$ cat src/rtl/mem_port_arbiter.sv
// mem_port_arbiter: shares one fixed-latency burst memory between the I-cache (port 0) and D-cache (port 1).
// Build option MEM_ARB_RR_EN selects round-robin arbitration; otherwise port 1 has fixed priority.
module mem_port_arbiter #(
    parameter int unsigned BURST_LEN = 8,
    parameter int unsigned BEAT_W    = 3
) (
    input  logic              CLK,
    input  logic              RST_N,

    input  logic              P0_REQ,
    input  logic              P0_WE,
    input  logic [31:0]       P0_ADDR,
    input  logic [31:0]       P0_WDATA,
    output logic [31:0]       P0_RDATA,
    output logic              P0_VALID,
    output logic [BEAT_W-1:0] P0_BEAT,
    output logic              P0_DONE,

    input  logic              P1_REQ,
    input  logic              P1_WE,
    input  logic [31:0]       P1_ADDR,
    input  logic [31:0]       P1_WDATA,
    output logic [31:0]       P1_RDATA,
    output logic              P1_VALID,
    output logic [BEAT_W-1:0] P1_BEAT,
    output logic              P1_DONE,

    output logic              MEM_RE,
    output logic              MEM_WE,
    output logic [31:0]       MEM_ADDR,
    output logic [31:0]       MEM_DATA_IN,
    input  logic              MEM_VALID,
    input  logic [31:0]       MEM_DATA_OUT
);

    localparam int unsigned ADDR_W  = 32;
    localparam int unsigned WADDR_W = 30;
    localparam logic [BEAT_W-1:0] LAST_BEAT = BEAT_W'(BURST_LEN - 1);

    typedef enum logic [1:0] {
        IDLE  = 2'd0,
        DRAIN = 2'd1,
        BUSY  = 2'd2,
        DONE  = 2'd3
    } state_t;

    state_t               state, state_nxt;
    logic                 owner, owner_nxt;
    logic                 wr, wr_nxt;
    logic [WADDR_W-1:0]   base, base_nxt;
    logic [BEAT_W-1:0]    beat, beat_nxt;
    logic                 post_rst;
    logic                 grant_c;

    // Byte-offset bits of the line address carry no information for word bursts.
    logic unused_addr_bits;
    assign unused_addr_bits = ^{P0_ADDR[1:0], P1_ADDR[1:0]};

`ifdef MEM_ARB_RR_EN
    logic last_owner;

    // With both ports asking, hand the bus to whoever did not have it last.
    assign grant_c = (P0_REQ && P1_REQ) ? ~last_owner : P1_REQ;

    always_ff @(posedge CLK) begin
        if (!RST_N) begin
            last_owner <= 1'b1;
        end else if (state == DONE) begin
            last_owner <= owner;
        end
    end
`else
    // Fixed priority: the D-cache wins whenever it asks.
    assign grant_c = P1_REQ;
`endif

    // State and transaction context registers.
    always_ff @(posedge CLK) begin
        if (!RST_N) begin
            state    <= IDLE;
            owner    <= 1'b0;
            wr       <= 1'b0;
            base     <= '0;
            beat     <= '0;
            post_rst <= 1'b1;
        end else begin
            state    <= state_nxt;
            owner    <= owner_nxt;
            wr       <= wr_nxt;
            base     <= base_nxt;
            beat     <= beat_nxt;
            post_rst <= 1'b0;
        end
    end

    // Next-state logic and memory/port outputs.
    always_comb begin
        state_nxt   = state;
        owner_nxt   = owner;
        wr_nxt      = wr;
        base_nxt    = base;
        beat_nxt    = beat;

        MEM_RE      = 1'b0;
        MEM_WE      = 1'b0;
        MEM_ADDR    = '0;
        MEM_DATA_IN = '0;
        P0_RDATA    = '0;
        P0_VALID    = 1'b0;
        P0_BEAT     = '0;
        P0_DONE     = 1'b0;
        P1_RDATA    = '0;
        P1_VALID    = 1'b0;
        P1_BEAT     = '0;
        P1_DONE     = 1'b0;

        case (state)
            IDLE: begin
                // The memory cannot be reset, so a burst still streaming after reset must be let through.
                if (post_rst && MEM_VALID) begin
                    state_nxt = DRAIN;
                end else if (P0_REQ || P1_REQ) begin
                    owner_nxt = grant_c;
                    wr_nxt    = grant_c ? P1_WE : P0_WE;
                    base_nxt  = grant_c ? P1_ADDR[ADDR_W-1:2] : P0_ADDR[ADDR_W-1:2];
                    beat_nxt  = '0;
                    state_nxt = BUSY;
                end
            end

            DRAIN: begin
                if (!MEM_VALID) begin
                    state_nxt = IDLE;
                end
            end

            BUSY: begin
                MEM_RE      = ~wr;
                MEM_WE      = wr;
                MEM_ADDR    = ADDR_W'(base) + ADDR_W'(beat);
                MEM_DATA_IN = owner ? P1_WDATA : P0_WDATA;
                if (owner) begin
                    P1_BEAT  = beat;
                    P1_VALID = MEM_VALID;
                    P1_RDATA = (MEM_VALID && !wr) ? MEM_DATA_OUT : '0;
                end else begin
                    P0_BEAT  = beat;
                    P0_VALID = MEM_VALID;
                    P0_RDATA = (MEM_VALID && !wr) ? MEM_DATA_OUT : '0;
                end
                // Latency cycles are not counted; only delivered beats advance the burst.
                if (MEM_VALID) begin
                    beat_nxt = beat + BEAT_W'(1);
                    if (beat == LAST_BEAT) begin
                        state_nxt = DONE;
                    end
                end
            end

            DONE: begin
                // RE/WE are already low here, which separates back-to-back bursts at the memory.
                P0_DONE   = ~owner;
                P1_DONE   = owner;
                state_nxt = IDLE;
            end

            default: begin
                state_nxt = IDLE;
            end
        endcase
    end

endmodule

$ cat config.mk
export PLATFORM = sky130hd
export DESIGN_NAME = mem_port_arbiter
export DESIGN_NICKNAME = d
export VERILOG_FILES = /design/src/rtl/mem_port_arbiter.sv
export SDC_FILE = /design/constraint.sdc
export NUM_CORES = 1
export LEC_CHECK = 0
export BUFFER_PORTS_ARGS = -buffer_cell sky130_fd_sc_hd__buf_2
export CORE_AREA = 2 2 121 123
export CTS_CLUSTER_DIAMETER = 60
export DETAILED_ROUTE_END_ITERATION = 8
export DIE_AREA = 0 0 123 125
export GPL_TIMING_DRIVEN = 0
export PLACE_DENSITY_LB_ADDON = 0.2
export SLEW_MARGIN = 20
export SYNTH_ARGS = -nofsm -noshare
export SYNTH_HDL_FRONTEND = slang
export SYNTH_SLANG_ARGS = --single-unit
$ cat constraint.sdc
create_clock -name CLK -period 2.7 [get_ports CLK]
set_input_delay 0.54 -clock CLK [delete_from_list [all_inputs] [get_ports CLK]]
set_output_delay 0.54 -clock CLK [all_outputs]
set_load 0.005 [all_outputs]
==> impl_results.md, run 1 <==
- Clock transition at path regs: 60 ps
- Die area: 15380 um^2
- WL per Instance: 15.79 um
- Synth Area in Simple Gates: 34.07%
- Die X: 123 um
- Fmax achieved: 338.1 MHz
- Status: complete, but fails checks
- Crit-path max cell delay: 430 ps
- CP max stage cell: or4_4
- Post-layout worst setup margin: -257.6 ps
- Critical path arrival: 2420 ps
- Vias in the first global route: 4563
- CTS Buffer Depth: 2
- Final setup viols: 20
- Vias per std cell: 4.890
- Placed Cells: 971
- CP Capture Type: output pin
- CP Buf/Inv Count: 3
- Cell taking the most area after synthesis: dfxtp_1
- Clock root cell: clkbuf_16
- Period utilisation layout: 109.5%
- Max_cap viols: 0
- Total track usage: 18.72%
- Number of fill cells: 1526
- P&R area growth vs syn: 68.45%
- Sequential fraction of the synthesis area: 21.31%
- Hpwl dp: 12.28 mm
- Final Max Tran Viols: 0
- Pwr per Cell Area: 328.0 nW/um^2
- Row cnt: 44
- Final Hold Viols: 0
- Min Clock Period, post-route: 2958 ps
- Syn Std Cell Area: 3570 um^2
- CP Cell Sequence: ha_4 > inv_2 > fa_2 > nor2b_4 > o211ai_1 > buf_4 > or4_4 > a21oi_4 > buf_2
- Worst Hold Class: in2reg
- Storage cell area: 800.8 um^2
- # port buffers: 299
- Initial antenna violation count: 0
- Total power: 1.972 mW
- Compound-cell area share of the yosys netlist: 16.40%
- CTS Buf Count: 5
- Area of the core: 14200 um^2
- Tightest Pin Transition: 800.5 ps
- Crit path required time: 2160 ps
- Setup TNS: -2942 ps
- Rel. slew slack: 46.64%
- Post-route design area: 6013 um^2
- Detailed Route Iter0 Violations: 249
- Dominant register cell in the synthesized netlist: dfxtp_1
- CTS HTree Levels: 2
- Final wirelength: 15.82 mm
- Mux cell area share after synthesis: 17.67%
- Violated checks: setup timing
- Async set-reset flop share out of synthesis: 0%
- Layout cells sized above 1: 50.61%
- ANT cells: 0
- Top post-synthesis cells by area: dfxtp_1 21%, mux2i_1 18%, and3_1 12%
- Leak: 3.159 nW
- Chip height: 125 um
- Antenna viol nets, final: 0
- Clock skew: 3.105 ps
- Clock latency on the worst-skew pair: 280 ps
- First-pass GRT wire length: 23.03 mm
- Worst Path Max Fanout: 4
- XOR/XNOR Fraction of Synth Area: 1.717%
- Synth Warn #: 0
- Io pins: 307
- Largest family of logic cells by synthesized area: simple AND/OR/NAND/NOR gates
- Synthesized area per cell: 7.315 um^2
- Hold buffers post-CTS: 0
- Cell count after synthesis: 488
- Fin nets: 991
- Peak VDD IR: 246.4 uV
- Post-synth EDFFs: 0
- Multi-input gate area: 2889 um^2
- First-pass detailed-route iteration total: 4
- Post-synth top cells: 77 x nor2_1, 71 x and3_1, 63 x mux2i_1
- Gpl congestion: 0.7998
- Post-Synth Adder-Cell Area: 2.313%
- CTS sink count: 38
- Top-count cell post-synth: nor2_1
- CP Launch Type: flip-flop
- Post-route insts no fill: 1002
- CTS tree: yes
- Seq cells post-synth: 38
- Synth Net Count: 661
- DR vias: 4900
- RSZ-0062 raised after global routing: yes
- Distinct cells, synth: 39
- Largest net degree at the start of global routing: 12
- Total gr overflow: 0
- WS Path Type: reg2out
- Area share of the leading cell type in the synthesized netlist: 21.31%
- Initial cell density of the core: 25.13%
- Dpl cell area: 5296 um^2
- Crit path max-delay family: simple AND/OR/NAND/NOR gates
- DRC Markers: 0
==> path summary, 6_finish.rpt <==
check,from,endpoint,slack (ps),depth (start not counted)
worst max-delay path,base[0],MEM_ADDR[28],-260,9
worst min-delay path,RST_N,state[0],520,3
worst max register to register,state[1],base[17],570,6
worst min register to register,base[0],base[0],530,2
==> final cells by class <==
| cell class | count | share of cell area, % |
|---|---|---|
| Tap cell | 184 | 3.829 |
| Sequential cell | 38 | 13.32 |
| Inverter | 7 | 0.4370 |
| Buffer | 46 | 3.433 |
| Timing Repair Buffer | 326 | 28.69 |
| Clock inverter | 2 | 0.1665 |
| Clock buffer | 5 | 2.081 |
| Multi-Input combinational cell | 394 | 48.04 |
==> where the power goes <==
group	switching [mW]	internal, mW	total, mW	leakage (nW)
registers	0.0740	0.620	0.694	0.323
clock network	0.226	0.333	0.560	0.0694
logic	0.381	0.338	0.719	2.77
total	0.681	1.29	1.97	3.16
==> per-stage QoR <==
stage / worst slack (ps) / utilization [%] / hold slack [ps]
global route: -335.4 / 42.34 / 516.5
CTS: -279.0 / 41.11 / 512.1
finish: -257.6 / 42.34 / 517.1
detailed placement: -715.9 / 37.29 / 505.4
floorplan: 44.78 / - / 482.3
global placement: -676.3 / 37.29 / 496.9
==> tightest hold or removal path: cells and delay by family <==
kind | cells | cell delay (ps)
AOI/OAI and AO/OA | 1 | 40
buffers and inverters | 1 | 110
and+or+nand+nor | 1 | 60
==> cells by family (layout without fill, tap and decap cells) <==
group	count (synthesis)	in the layout
AND/OR/NAND/NOR	229	229
other	1	1
flip-flops	38	38
adder cells (fa/ha/maj)	6	6
XOR/XNOR	7	7
multiplexers	63	63
buffers and inverters	56	386
AO/OA/AOI/OAI	88	88
==> per-layer routing <==
metal / up-vias / GRT usage (%) / share of wire (%)
met3: 12 / 3.376 / 7.2
met2: 202 / 35.00 / 52
met1: 2248 / 22.01 / 40
met5: - / 0 / 0
met4: 0 / 3.610 / 0.92
li1: 2438 / - / -
==> sequential cells by signal, indices dropped and copies added, names as in the netlist <==
signal	flops
beat	3
wr	1
state	2
owner	1
post_rst	1
base	30
==> repair_timing <==
action | 4_1_cts | 5_1_grt
pin swaps | 28 | 11
setup endpoints to repair | 55 | 81
cloned | 1 | 0
setup buffers | 22 | 5
gates resized for setup | 74 | 32
==> layout by cell type (no fill, tap or decap), types with 11 or more instances in the layout <==
cell type,synthesis,routed
and3_1,71,71
a21oi_2,0,11
mux2i_1,63,63
nand2_1,15,15
nor2_1,77,76
buf_2,3,302
clkbuf_1,38,33
dfxtp_1,38,22
buf_4,2,21
nand3_1,12,12
a211oi_1,34,33
No activity file was read; power rests on OpenSTA's default activity.
==> inputs of run 2 (changes only) <==
- ABC_AREA: not set -> 1
- CORE_AREA: 2 2 121 123 -> 2 2 119 121
- DIE_AREA: 0 0 123 125 -> 0 0 121 123
==> run 2 against run 1 <==
  * The run now ends clean
  * Non-clock buffer count fell by 27
  * Die area shrank 3.2%
  * Power increased by 72%
  * First-iteration DRC count grew 0.80%
  * Clock power grew 3%
  * Final area fell by 3.5%
  * Count of clock-buffer cells in the layout did not move
  * Wire length grew 11%
  * Critical path type unchanged
  * Largest power group unchanged
==> impl_results.md, run 2 <==
- CTS sink count: 38 (unchanged)
- Multi-input gate area: 2661 um^2 (was 2889 um^2)
- Crit path required time: 2160 ps (about the same)
- Clock power frac: 16.9% (was 28.4%)
- Critical path arrival: 2130 ps (was 2420 ps)
- Io pins: 307 (unchanged)
- First-pass detailed-route iteration total: 5 (was 4)
- Syn Std Cell Area: 3812 um^2 (was 3570 um^2)
- Clock skew: 1.350 ps (was 3.105 ps)
- Setup WS pre-CTS: 53.84 ps (was -715.9 ps)
- Fmax achieved: 373.8 MHz (was 338.1 MHz)
- Crit-path max cell delay: 420 ps (was 430 ps)
- Final setup viols: 0 (was 20)
- CP max stage cell: fa_2 (was or4_4)
- Synth Net Count: 898 (was 661)
- Hold buffers post-CTS: 0 (unchanged)
- CP Cell Sequence: ha_4 > inv_2 > fa_2 > o21ai_2 > nand2_2 > nor2_2 > o21ai_0 > nor2_1 > buf_2 (was ha_4 > inv_2 > fa_2 > nor2b_4 > o211ai_1 > buf_4 > or4_4 > a21oi_4 > buf_2)
- Async set-reset flop share out of synthesis: 0% (unchanged)
- Seq cells post-synth: 38 (unchanged)
- Initial cell density of the core: 28.01% (was 25.13%)
- Total gr overflow: 0 (unchanged)
- Switching Power: 1.626 mW (was 0.6806 mW)
- Dominant register cell in the synthesized netlist: dfxtp_1 (unchanged)
- Area share of the leading cell type in the synthesized netlist: 22.25% (was 21.31%)
- Clock latency on the worst-skew pair: 280 ps (about the same)
- Vias in the first global route: 5094 (was 4563)
- Status: complete, no violations (was complete, but fails checks)
- CTS Buf Count: 5 (unchanged)
- Vias per std cell: 4.566 (was 4.890)
- Post-layout worst setup margin: 25.04 ps (was -257.6 ps)
- Tightest Pin Transition: 533.6 ps (was 800.5 ps)
- Worst Path Max Fanout: 5 (was 4)
- Storage cell area: 765.7 um^2 (was 800.8 um^2)
- Chip height: 123 um (was 125 um)
- Clock transition at path regs: 60 ps (about the same)
- Largest net degree at the start of global routing: 12 (unchanged)
- Antenna viol nets, final: 0 (unchanged)
- Peak VDD IR: 252.8 uV (was 246.4 uV)
- Most common cell after layout, fill and taps aside: buf_2 (unchanged)
- CTS Buffer Depth: 2 (unchanged)
- Layout cells sized above 1: 36.51% (was 50.61%)
- Switching Share: 47.98% (was 34.51%)
- Synth Warn #: 0 (unchanged)
- Hpwl dp: 14.61 mm (was 12.28 mm)
- Cell count after synthesis: 725 (was 488)
- Post-route insts no fill: 1220 (was 1002)
- Post-synth EDFFs: 0 (unchanged)
- Placed Cells: 1205 (was 971)
- Sequential power share: 26.6% (was 35.2%)
- # port buffers: 300 (was 299)
- Top-count cell post-synth: nand2_1 (was nor2_1)
- Internal power: 1.763 mW (was 1.292 mW)
- Final Max Tran Viols: 0 (unchanged)
- DRC Markers: 0 (unchanged)
- Commonest non-fill, non-tap cells in the layout: 320 x buf_2, 221 x nand2_1, 140 x nor2_1, 82 x a21oi_1, 63 x inv_1 (was 302 x buf_2, 76 x nor2_1, 71 x and3_1, 63 x mux2i_1)
- Detailed Route Iter0 Violations: 251 (was 249)
- Min Clock Period, post-route: 2675 ps (was 2958 ps)
- Synthesized area per cell: 5.258 um^2 (was 7.315 um^2)
- Number of fill cells: 1632 (was 1526)
- Rel. slew slack: 64.42% (was 46.64%)
- RSZ-0062 raised after global routing: yes (unchanged)
- Clock root cell: clkbuf_16 (unchanged)
- CP Buf/Inv Count: 2 (was 3)
- Comb power frac: 56.5% (was 36.4%)
- Largest registers: base (30), beat (3), state (2) (unchanged)
- Initial antenna violation count: 1 (was 0)
- Largest Register: base (unchanged)
- WL per Instance: 14.46 um (was 15.79 um)
- Post-synth top cells: 226 x nand2_1, 145 x nor2_1, 83 x a21oi_1 (was 77 x nor2_1, 71 x and3_1, 63 x mux2i_1)
- Max reg flops: 30 (unchanged)
- First-pass GRT wire length: 25.96 mm (was 23.03 mm)
- Leak: 3.112 nW (was 3.159 nW)
- Die X: 121 um (was 123 um)
- DR vias: 5570 (was 4900)
- Total track usage: 22.09% (was 18.72%)
- CP Launch Type: flip-flop (unchanged)
- Final wirelength: 17.64 mm (was 15.82 mm)
- Die area: 14880 um^2 (was 15380 um^2)
- Period utilisation layout: 99.07% (was 109.5%)
- Fin nets: 1211 (was 991)
- WS Path Type: reg2out (unchanged)
- CTS HTree Levels: 2 (unchanged)
- Gpl congestion: 0.9069 (was 0.7998)
- Row cnt: 43 (was 44)
- Crit path max-delay family: adder cells (was simple AND/OR/NAND/NOR gates)
- Area of the core: 13610 um^2 (was 14200 um^2)
- Pwr per Cell Area: 584.1 nW/um^2 (was 328.0 nW/um^2)
- Final Hold Viols: 0 (unchanged)
- P&R area growth vs syn: 52.22% (was 68.45%)
- CTS tree: yes (unchanged)
- Max_cap viols: 0 (unchanged)
- Cell taking the most area after synthesis: nand2_1 (was dfxtp_1)
- Distinct cells, synth: 33 (was 39)
- Top post-synthesis cells by area: nand2_1 22%, dfxtp_1 20%, nor2_1 14% (was dfxtp_1 21%, mux2i_1 18%, and3_1 12%)
- Sequential fraction of the synthesis area: 19.95% (was 21.31%)
- CP Capture Type: output pin (unchanged)
- Worst Hold Class: reg2reg (was in2reg)
==> run 2: worst paths after layout <==
check | end | cells past startpoint | startpoint | slack, ps
worst min register to register | base[2] | 2 | base[2] | 470
worst max register to register | base[16] | 7 | state[0] | 1330
worst max-delay path | MEM_ADDR[14] | 9 | beat[0] | 30
worst min-delay path | base[2] | 2 | base[2] | 470
==> run 2: metrics by stage <==
| step | util, % | total power, mW | cell area, um^2 | hold WS [ps] | TNS [ps] |
|---|---|---|---|---|---|
| 3_3_place_gp | 40.69 | 2.802 | 5539 | 459.9 | 0 |
| 2_1_floorplan | - | 2.015 | 3812 | 447.9 | 0 |
| 6_report | 42.63 | 3.390 | 5803 | 473.4 | 0 |
| 5_1_grt | 42.61 | 3.679 | 5801 | 512.3 | -813.3 |
| 4_1_cts | 41.89 | 3.386 | 5702 | 471.4 | 0 |
| 3_5_place_dp | 40.69 | 2.800 | 5539 | 462.0 | 0 |
==> run 2: what timing repair did <==
action | in CTS | in global routing
pin swaps | 3 | 7
endpoints found under the setup margin | 12 | 15
resized for setup | 10 | 18
endpoints found under the hold margin | 0 | 0
setup buffers | 0 | 6
==> run 2: tightest hold or removal path: stages (launching register included) <==
cell and delay [ps]:
dfxtp_1 310, nand2_1 60, a21oi_1 50
==> run 2: cell families after synthesis <==
group / count (synthesis) / synth area share [%]
AOI/OAI and AO/OA: 150 / 20.12
muxes: 11 / 2.987
buffers and inverters: 109 / 12.18
adders and majority gates: 6 / 2.166
other: 1 / 0.09836
DFF: 38 / 19.95
xor gates and xnor gates: 1 / 0.2298
and+or+nand+nor: 409 / 42.27
==> run 2: area by class of cell <==
class / instances / share of cell area, %
Tap cell: 180 / 3.881
Clock inverter: 2 / 0.1725
Multi-Input combinational cell: 578 / 45.86
Buffer: 39 / 3.428
Antenna cell: 2 / 0.08624
Inverter: 70 / 4.571
Sequential cell: 38 / 13.20
Clock buffer: 5 / 2.156
Timing Repair Buffer: 306 / 26.65
==> run 2: layer usage <==
metal	track usage, %	vias up	wire length [um]	share of wire [%]
met3	3.644	17	1176	6.7
met4	5.378	0	272	1.5
li1	-	2905	-	-
met5	0	-	0	0
met1	24.65	2452	6826	39
met2	43.26	196	9362	53
==> run 2: power groups by stage <==
stage	clock, mW	sequential [mW]	combinational (mW)
after floorplan	0	0.853	1.16
after global placement	0	0.900	1.90
after detailed placement	0	0.900	1.90
after CTS	0.581	0.891	1.91
after global routing	0.601	0.923	2.16
final	0.574	0.901	1.91
